--- src/rtl/keypad_scan_ctrl.sv ---
// keypad_scan_ctrl: 4x4 active-low matrix keypad scanner with per-key frame debounce and event FIFO.
// Define KEYPAD_RELEASE_EVT_EN to queue release events as well as press events.
module keypad_scan_ctrl #(
    parameter int SETTLE_CYC      = 16,
    parameter int DEBOUNCE_FRAMES = 4,
    parameter int FIFO_DEPTH      = 8
) (
    input  logic        clk,
    input  logic        rst,
    input  logic        enable,
    input  logic [3:0]  col_in,
    output logic [3:0]  row,
    output logic [15:0] key_state,
    output logic        evt_valid,
    output logic [4:0]  evt_data,
    input  logic        evt_pop,
    output logic        overflow,
    input  logic        ovf_clr,
    output logic        irq
);
    localparam int PTR_W = (FIFO_DEPTH > 1) ? $clog2(FIFO_DEPTH) : 1;
    localparam int CNT_W = PTR_W + 1;
    localparam logic [7:0]       SETTLE_LAST = 8'(SETTLE_CYC - 1);
    localparam logic [3:0]       DEB_TGT     = 4'(DEBOUNCE_FRAMES);
    localparam logic [CNT_W-1:0] FULL_CNT    = CNT_W'(FIFO_DEPTH);

    typedef enum logic [1:0] {IDLE, DRIVE, SAMPLE, EMIT} state_t;

    state_t     state, state_n;
    logic [1:0] row_idx, row_idx_n;
    logic [7:0] settle_cnt, settle_n;
    logic [3:0] emit_idx, emit_n;
    logic       sample_en, emit_en;

    logic [3:0]  col_s1, col_s2;
    logic [15:0] raw;
    logic [3:0]  deb_cnt  [16];
    logic [3:0]  cnt_inc  [16];
    logic [3:0]  cnt_next [16];
    logic [15:0] flip;
    logic [15:0] changed;

    logic [4:0]       mem [FIFO_DEPTH];
    logic [PTR_W-1:0] wr_ptr, rd_ptr;
    logic [CNT_W-1:0] count;
    logic             evt_changed, evt_new_state, push_req, push_ok, pop_ok, fifo_full, drop;

    always_ff @(posedge clk or posedge rst) begin
        if (rst) begin
            state      <= IDLE;
            row_idx    <= 2'd0;
            settle_cnt <= 8'd0;
            emit_idx   <= 4'd0;
        end else begin
            state      <= state_n;
            row_idx    <= row_idx_n;
            settle_cnt <= settle_n;
            emit_idx   <= emit_n;
        end
    end

    always_comb begin
        state_n   = state;
        row_idx_n = row_idx;
        settle_n  = settle_cnt;
        emit_n    = emit_idx;
        sample_en = 1'b0;
        emit_en   = 1'b0;
        row       = 4'hF;
        case (state)
            IDLE: begin
                if (enable) begin
                    state_n   = DRIVE;
                    row_idx_n = 2'd0;
                    settle_n  = 8'd0;
                end
            end
            DRIVE: begin
                row = ~(4'b0001 << row_idx);
                if (!enable) begin
                    state_n = IDLE;
                end else if (settle_cnt == SETTLE_LAST) begin
                    state_n = SAMPLE;
                end else begin
                    settle_n = settle_cnt + 8'd1;
                end
            end
            SAMPLE: begin
                row       = ~(4'b0001 << row_idx);
                sample_en = 1'b1;
                settle_n  = 8'd0;
                if (!enable) begin
                    state_n = IDLE;
                end else if (row_idx == 2'd3) begin
                    state_n = EMIT;
                    emit_n  = 4'd0;
                end else begin
                    state_n   = DRIVE;
                    row_idx_n = row_idx + 2'd1;
                end
            end
            EMIT: begin
                emit_en = 1'b1;
                if (emit_idx == 4'd15) begin
                    if (enable) begin
                        state_n   = DRIVE;
                        row_idx_n = 2'd0;
                        settle_n  = 8'd0;
                    end else begin
                        state_n = IDLE;
                    end
                end else begin
                    emit_n = emit_idx + 4'd1;
                end
            end
            default: state_n = IDLE;
        endcase
    end

    always_ff @(posedge clk or posedge rst) begin
        if (rst) begin
            col_s1 <= 4'hF;
            col_s2 <= 4'hF;
            raw    <= 16'h0000;
        end else begin
            col_s1 <= col_in;
            col_s2 <= col_s1;
            if (sample_en) begin
                raw[row_idx*4 +: 4] <= ~col_s2;
            end
        end
    end

    always_comb begin
        for (int k = 0; k < 16; k++) begin
            cnt_inc[k]  = deb_cnt[k] + 4'd1;
            flip[k]     = (raw[k] != key_state[k]) && (cnt_inc[k] == DEB_TGT);
            cnt_next[k] = cnt_inc[k];
            if ((raw[k] == key_state[k]) || flip[k]) begin
                cnt_next[k] = 4'd0;
            end
        end
    end

    // Debounce runs once per frame, on the first EMIT cycle; later EMIT cycles read the stored change flags.
    always_ff @(posedge clk or posedge rst) begin
        if (rst) begin
            key_state <= 16'h0000;
            changed   <= 16'h0000;
            for (int k = 0; k < 16; k++) begin
                deb_cnt[k] <= 4'd0;
            end
        end else if (emit_en && (emit_idx == 4'd0)) begin
            key_state <= key_state ^ flip;
            changed   <= flip;
            for (int k = 0; k < 16; k++) begin
                deb_cnt[k] <= cnt_next[k];
            end
        end
    end

    always_comb begin
        evt_changed   = (emit_idx == 4'd0) ? flip[0] : changed[emit_idx];
        evt_new_state = (emit_idx == 4'd0) ? (key_state[0] ^ flip[0]) : key_state[emit_idx];
`ifdef KEYPAD_RELEASE_EVT_EN
        push_req = emit_en && evt_changed;
`else
        push_req = emit_en && evt_changed && evt_new_state;
`endif
        pop_ok    = evt_pop && (count != '0);
        fifo_full = (count == FULL_CNT);
        push_ok   = push_req && (!fifo_full || pop_ok);
        drop      = push_req && fifo_full && !pop_ok;
    end

    always_ff @(posedge clk) begin
        if (push_ok) begin
            mem[wr_ptr] <= {evt_new_state, emit_idx};
        end
    end

    always_ff @(posedge clk or posedge rst) begin
        if (rst) begin
            wr_ptr   <= '0;
            rd_ptr   <= '0;
            count    <= '0;
            overflow <= 1'b0;
            irq      <= 1'b0;
        end else begin
            if (push_ok) wr_ptr <= wr_ptr + PTR_W'(1);
            if (pop_ok)  rd_ptr <= rd_ptr + PTR_W'(1);
            case ({push_ok, pop_ok})
                2'b10:   count <= count + CNT_W'(1);
                2'b01:   count <= count - CNT_W'(1);
                default: count <= count;
            endcase
            if (drop) begin
                overflow <= 1'b1;
            end else if (ovf_clr) begin
                overflow <= 1'b0;
            end
            irq <= evt_valid | overflow;
        end
    end

    assign evt_valid = (count != '0);
    assign evt_data  = evt_valid ? mem[rd_ptr] : 5'd0;

endmodule

--- config.mk ---
export PLATFORM = sky130hd
export DESIGN_NAME = keypad_scan_ctrl
export DESIGN_NICKNAME = d
export VERILOG_FILES = /design/src/rtl/keypad_scan_ctrl.sv
export SDC_FILE = /design/constraint.sdc
export NUM_CORES = 1
export LEC_CHECK = 0
export CAP_MARGIN = 0
export CORE_UTILIZATION = 61
export CTS_CLUSTER_SIZE = 16
export DETAILED_ROUTE_END_ITERATION = 8
export PLACE_DENSITY = 0.86
export SYNTH_ARGS = -nofsm -noshare
export SYNTH_HDL_FRONTEND = slang
export SYNTH_SLANG_ARGS = --single-unit
--- constraint.sdc ---
create_clock -name clk -period 5.7 [get_ports clk]
set_clock_uncertainty 0.15 [all_clocks]
set_input_delay 0.855 -clock clk [delete_from_list [all_inputs] [get_ports clk]]
set_output_delay 0.855 -clock clk [all_outputs]
set_load 0.05 [all_outputs]
==> impl_metrics.yaml, run 1 <==
synthesis:
  ys_seq_area_frac: 0.5397
  synthFlopType: "dfrtp_1"
  synth_async_sr_flop_share: 0.7872
  synthesis.area_sq_um: 9106
  ys_warn_count: 0
  synth.top_cell.area_share: 0.3847
  synth.area.top_cells: "dfrtp_1 (38%), edfxtp_1 (13%), nand2_1 (6.1%)"
  syn_nets: 863
  synth_common_cells: "nand2_1 (148), dfrtp_1 (140), o21ai_0 (73)"
  yosysMostFrequentCell: "nand2_1"
  synth_edf_count: 40
  synth_cells: 820
  synth_cell_types: 60
  post-synth-top-area-cell: "dfrtp_1"
  yosys_register_bits: 188
  synth.avg_cell_area_sq_um: 11.11
clocking:
  holdBufCountCts: 0
  clkSinkCount: 188
  cts_buffers: 17
  cts_resized: 0
  post-cts-setup-buffer-count: 0
  cts_buffer_depth: 2
  cts.clk_slew.worst_paths_ns: 0.07
  h-tree-depth: 4
  cts_tree: "yes"
  insertion_delay_ns: 0.44
  cts_root_buf: "clkbuf_16"
route:
  drt-vias-per-instance: 6.095
  vias: 6375
  drc_errors: 0
  dr.pass1.iters: 5
  dr.first_iter.drc_count: 512
  ant_nets: 0
  avgRoutedWirePerCell_um: 17.85
  totalWireLength_um: 18670
setup_path:
  r2r_end: "mem[4][3]"
  crit_path_start: "emit_idx[1]"
  r2r_slack_ns: 1.14
  ff2ff_path_depth: 9
  worst_ep_required_time_ns: 5.70
  critPathLaunchType: "flip-flop"
  r2r_start: "emit_idx[1]"
  cp-end-kind: "flip-flop"
  worst-setup-path-type: "reg2reg"
  cp_max_fo: 54
  arrival_ns: 4.56
  critPathCapture: "mem[4][3]"
final_layout:
  instances_no_fill: 1046
  antenna_cells: 0
  final_nets: 892
  nFillCells: 1054
  drive_gt1_frac: 0.1032
  utilization: 0.6976
  final_area_sq_um: 10140
  area.growth.synth_to_final_pct: 11.34
sta:
  worst_slack_ns: 1.141
  rsz0062_at_grt: "false"
  fin_hold_ws_ns: 0.2060
  slew_headroom: 0.2939
  tightest_slew_ns: 1.059
  drv_slew: 0
  fin_crit_sh: 0.7998
  max_freq_ghz: 0.2193
  timing.final.hold_violations: 0
  final-setup-viol-count: 0
  layout_min_cycle_time_ns: 4.559
  fin_tns_setup_ns: 0
grt:
  grt_usage: 0.2596
  grt_pass1_wl_um: 30130
  grt_max_degree: 115
  overflow: 0
  antenna_found_initial: 0
  grt_pass1_vias: 6118
placement:
  placement.cell_area_sq_um: 9578
  io_buffers: 36
  gp_congestion: 0.8223
  dp_slack_ns: 1.133
  dp_cells: 1014
  dp_hpwl_um: 12500
floorplan:
  die_x_um: 124.2
  rows: 44
  die-area_sq_um: 15420
  io_pins: 37
  start_util: 0.6265
  die_y_um: 124.2
  core_sq_um: 14530
pwr:
  leakagePower_nw: 4.252
  power_mw: 3.809
  ir_worst_vdd_v: 0.0004868
  power_density_nw_per_um2: 375.7
min_path:
  min_path_type: "reg2reg"
job:
  cap_violations: 0
status:
  status: "complete, no violations"
## state kept, by name, indices dropped and copies added (netlist names), 3 cells and up, named ones only
name	cells
deb_cnt	64
mem	40
changed	16
raw	16
settle_cnt	8
col_s1	4
col_s2	4
count	4
emit_idx	4
rd_ptr	3
wr_ptr	3
## where the power goes
group / internal, mW / leakage (nW) / switching (mW)
combinational: 0.377 / 1.63 / 0.601
clock: 0.640 / 0.250 / 0.511
sequential: 1.50 / 2.37 / 0.183
## cell usage in the layout (no fill, tap or decap), types with 13 or more instances in the layout
master,synthesis,layout
nand2_1,148,148
dfrtp_1,140,140
o21ai_0,73,73
edfxtp_1,40,40
clkdlybuf4s50_1,0,36
ha_1,33,33
nand3_1,30,30
o31ai_1,30,30
nor2_1,30,30
inv_1,28,27
xnor2_1,24,24
mux2_2,20,20
nor3b_1,17,17
clkbuf_16,0,17
nand3b_1,16,16
mux4_2,15,15
a21oi_1,13,13
mux2i_1,13,13
## cell families (layout without fill, tap and decap cells)
group                      Yosys count  after routing  synth area share
and+or+nand+nor                    300            300            0.1635
DFF                                188            188            0.5397
AOI/OAI and AO/OA                  158            158            0.1106
buffers and inverters               59            101           0.02940
muxes                               50             50           0.07942
adders and majority gates           34             34           0.04754
xor gates and xnor gates            31             31           0.02982
## metal layers
metal  track usage  part of all wire  vias to the layer above
li1              -                 -                     3019
met1        0.3509              0.44                     3157
met2        0.4213              0.49                      176
met3       0.05128             0.051                       23
met4       0.08780             0.016                        0
met5             0                 0                        -
## layout make-up
cell class | count | area [sq um] | share of cell area
multi-input combinational | 573 | 3925 | 0.3871
inverter | 28 | 110.1 | 0.01086
sequential | 188 | 4915 | 0.4848
timing repair buffer | 41 | 397.9 | 0.03924
clock inverter | 12 | 123.9 | 0.01222
tap | 184 | 230.2 | 0.02271
clock buffer | 20 | 436.7 | 0.04307
## worst min-delay path by stage
| stage | start | to | slack (ns) | cells after the start |
|---|---|---|---|---|
| after global routing | col_s1[3] | col_s2[3] | 0.21 | 0 |
| after detailed placement | col_s1[2] | col_s2[2] | 0.20 | 0 |
| final | col_s1[2] | col_s2[2] | 0.21 | 0 |
| after CTS | col_s1[2] | col_s2[2] | 0.21 | 0 |
| after floorplan | col_s1[0] | col_s2[0] | 0.20 | 0 |
| after global placement | col_s1[3] | col_s2[3] | 0.20 | 0 |
## critical path: stages (launching register included)
cell	delay [ns]
dfrtp_1	0.65
inv_1	0.22
ha_1	0.21
and4bb_2	0.95
nand3_1	0.26
a31oi_2	0.30
nand4b_4	0.28
nor2b_1	0.62
nor4bb_1	0.38
buf_4	0.22
(Power assumes the default switching activity.)
==> run 2, diff against run 1 <==
- CORE_UTILIZATION: 61 -> 55
- PLACE_DENSITY: 0.86 -> 0.82
- clock period: 5.7 -> 4.15 ns (I/O delays scaled with it)
==> impl_metrics.yaml, run 2 (synthesis results as in run 1) <==
route:
  totalWireLength_um: 18420
  dr.first_iter.drc_count: 394
  drc_errors: 0
  avgRoutedWirePerCell_um: 17.02
  ant_nets: 0
  dr.pass1.iters: 5
  drt-vias-per-instance: 5.845
  vias: 6324
placement:
  gp_congestion: 0.8115
  io_buffers: 36
  placement.cell_area_sq_um: 9672
  dp_hpwl_um: 12420
  dp_cells: 1050
pwr:
  pwr-share-clk: 0.299
  p_seq_frac: 0.445
  leakagePower_nw: 4.292
  power.switching_mw: 1.781
  power_mw: 5.247
  internal-power_mw: 3.465
  power_density_nw_per_um2: 512.9
  ir_worst_vdd_v: 0.0004462
  combPwrFrac: 0.256
  switching_share: 0.3395
sta:
  max_freq_ghz: 0.2776
  fin_crit_sh: 0.8681
  rsz0062_at_grt: "false"
  slew_headroom: 0.4147
  timing.final.hold_violations: 0
  drv_slew: 0
  layout_min_cycle_time_ns: 3.603
  fin_tns_setup_ns: 0
  tightest_slew_ns: 0.8761
  final-setup-viol-count: 0
min_path:
  min_to: "col_s2[3]"
  min_path_type: "reg2reg"
  holdPathStages: 0
  worstHoldStart: "col_s1[3]"
clocking:
  cts_buffer_depth: 2
  h-tree-depth: 4
  cts_root_buf: "clkbuf_16"
  cts_buffers: 17
  insertion_delay_ns: 0.43
  post-cts-setup-buffer-count: 0
  cts_tree: "yes"
  cts.clk_slew.worst_paths_ns: 0.07
  cts_resized: 0
  clkSinkCount: 188
  holdBufCountCts: 0
grt:
  grt_usage: 0.2372
  antenna_found_initial: 0
  grt_pass1_vias: 6242
  overflow: 0
  grt_pass1_wl_um: 30930
  grt_max_degree: 60
setup_path:
  cp-end-kind: "flip-flop"
  arrival_ns: 3.77
  r2r_end: "count[3]"
  critPathLaunchType: "flip-flop"
  r2r_slack_ns: 0.55
  worst_ep_required_time_ns: 4.32
  worst-setup-path-type: "reg2reg"
  cp_max_fo: 15
  ff2ff_path_depth: 14
  r2r_start: "emit_idx[0]"
final_layout:
  antenna_cells: 0
  final_cell_mix: "nand2_1 (148), dfrtp_1 (140), o21ai_0 (73), edfxtp_1 (40), clkdlybuf4s50_1 (36)"
  drive_gt1_frac: 0.1028
  largest_reg_flops: 64
  top_register: "deb_cnt"
  layout_commonest_cell: "nand2_1"
  utilization: 0.6393
  reg_top3: "deb_cnt (64), mem (40)"
  instances_no_fill: 1082
  final_area_sq_um: 10230
  final_nets: 896
  area.growth.synth_to_final_pct: 12.34
floorplan:
  rows: 46
  start_util: 0.5691
  die_y_um: 130.7
  core_sq_um: 16000
  die_x_um: 130.7
  die-area_sq_um: 17080
  io_pins: 37
job:
  cap_violations: 0
status:
  status: "complete, no violations"
run 2: cell count changes in the layout (fill, tap and decap cells not counted), moves of 2 or more:
cell	delta
clkinv_1	+3
clkinvlp_2	-4
buf_4	+2
buf_12	+2
run 2: cell type report:
class | count | area (sq um)
Fill cell | 1224 | 5771
Sequential cell | 188 | 4915
Multi-Input combinational cell | 573 | 3925
Timing Repair Buffer | 45 | 452.9
Clock buffer | 20 | 436.7
Tap cell | 216 | 270.3
Clock inverter | 12 | 121.4
Inverter | 28 | 108.9
run 2: layer usage:
| metal | track usage | wire length [um] | up-vias |
|---|---|---|---|
| li1 | - | - | 3026 |
| met1 | 0.3246 | 8428 | 3103 |
| met2 | 0.3707 | 8680 | 168 |
| met3 | 0.05578 | 949 | 27 |
| met4 | 0.08790 | 358 | 0 |
| met5 | 0 | 0 | - |
run 2: worst max-delay path by stage:
stage | cells after the start | endpoint | from
2_1_floorplan | 18 | count[3] | emit_idx[0]
3_3_place_gp | 12 | count[3] | emit_idx[0]
3_5_place_dp | 14 | count[3] | emit_idx[0]
4_1_cts | 4 | evt_data[0] | rd_ptr[0]
5_1_grt | 14 | count[3] | emit_idx[0]
6_report | 14 | count[3] | emit_idx[0]
run 2: metrics by stage:
step	hold slack, ns	worst slack, ns
finish	0.2060	0.5472
global route	0.2085	0.2429
CTS	0.2065	0.5258
detailed placement	0.1968	0.5952
global placement	0.1960	0.8129
floorplan	0.1952	0.8192
run 2: critical path, cell delays in order (launching register included):
cell	delay, ns
dfrtp_1	0.78
inv_1	0.17
ha_1	0.27
nor2_1	0.17
nand2_1	0.09
a31oi_2	0.20
nand4b_4	0.29
nand2_1	0.20
inv_1	0.08
ha_1	0.26
a21o_1	0.18
a21oi_1	0.27
and3_1	0.20
mux2i_1	0.07
o31a_1	0.11
run 2: power by group through the flow:
stage                     registers, mW  clock network (mW)  logic (mW)
after CTS                          2.34                1.59        1.34
final                              2.34                1.57        1.34
after global placement             2.35                   0        1.29
after floorplan                    2.21                   0        1.11
after detailed placement           2.37                   0        1.33
after global routing               2.36                1.67        1.47
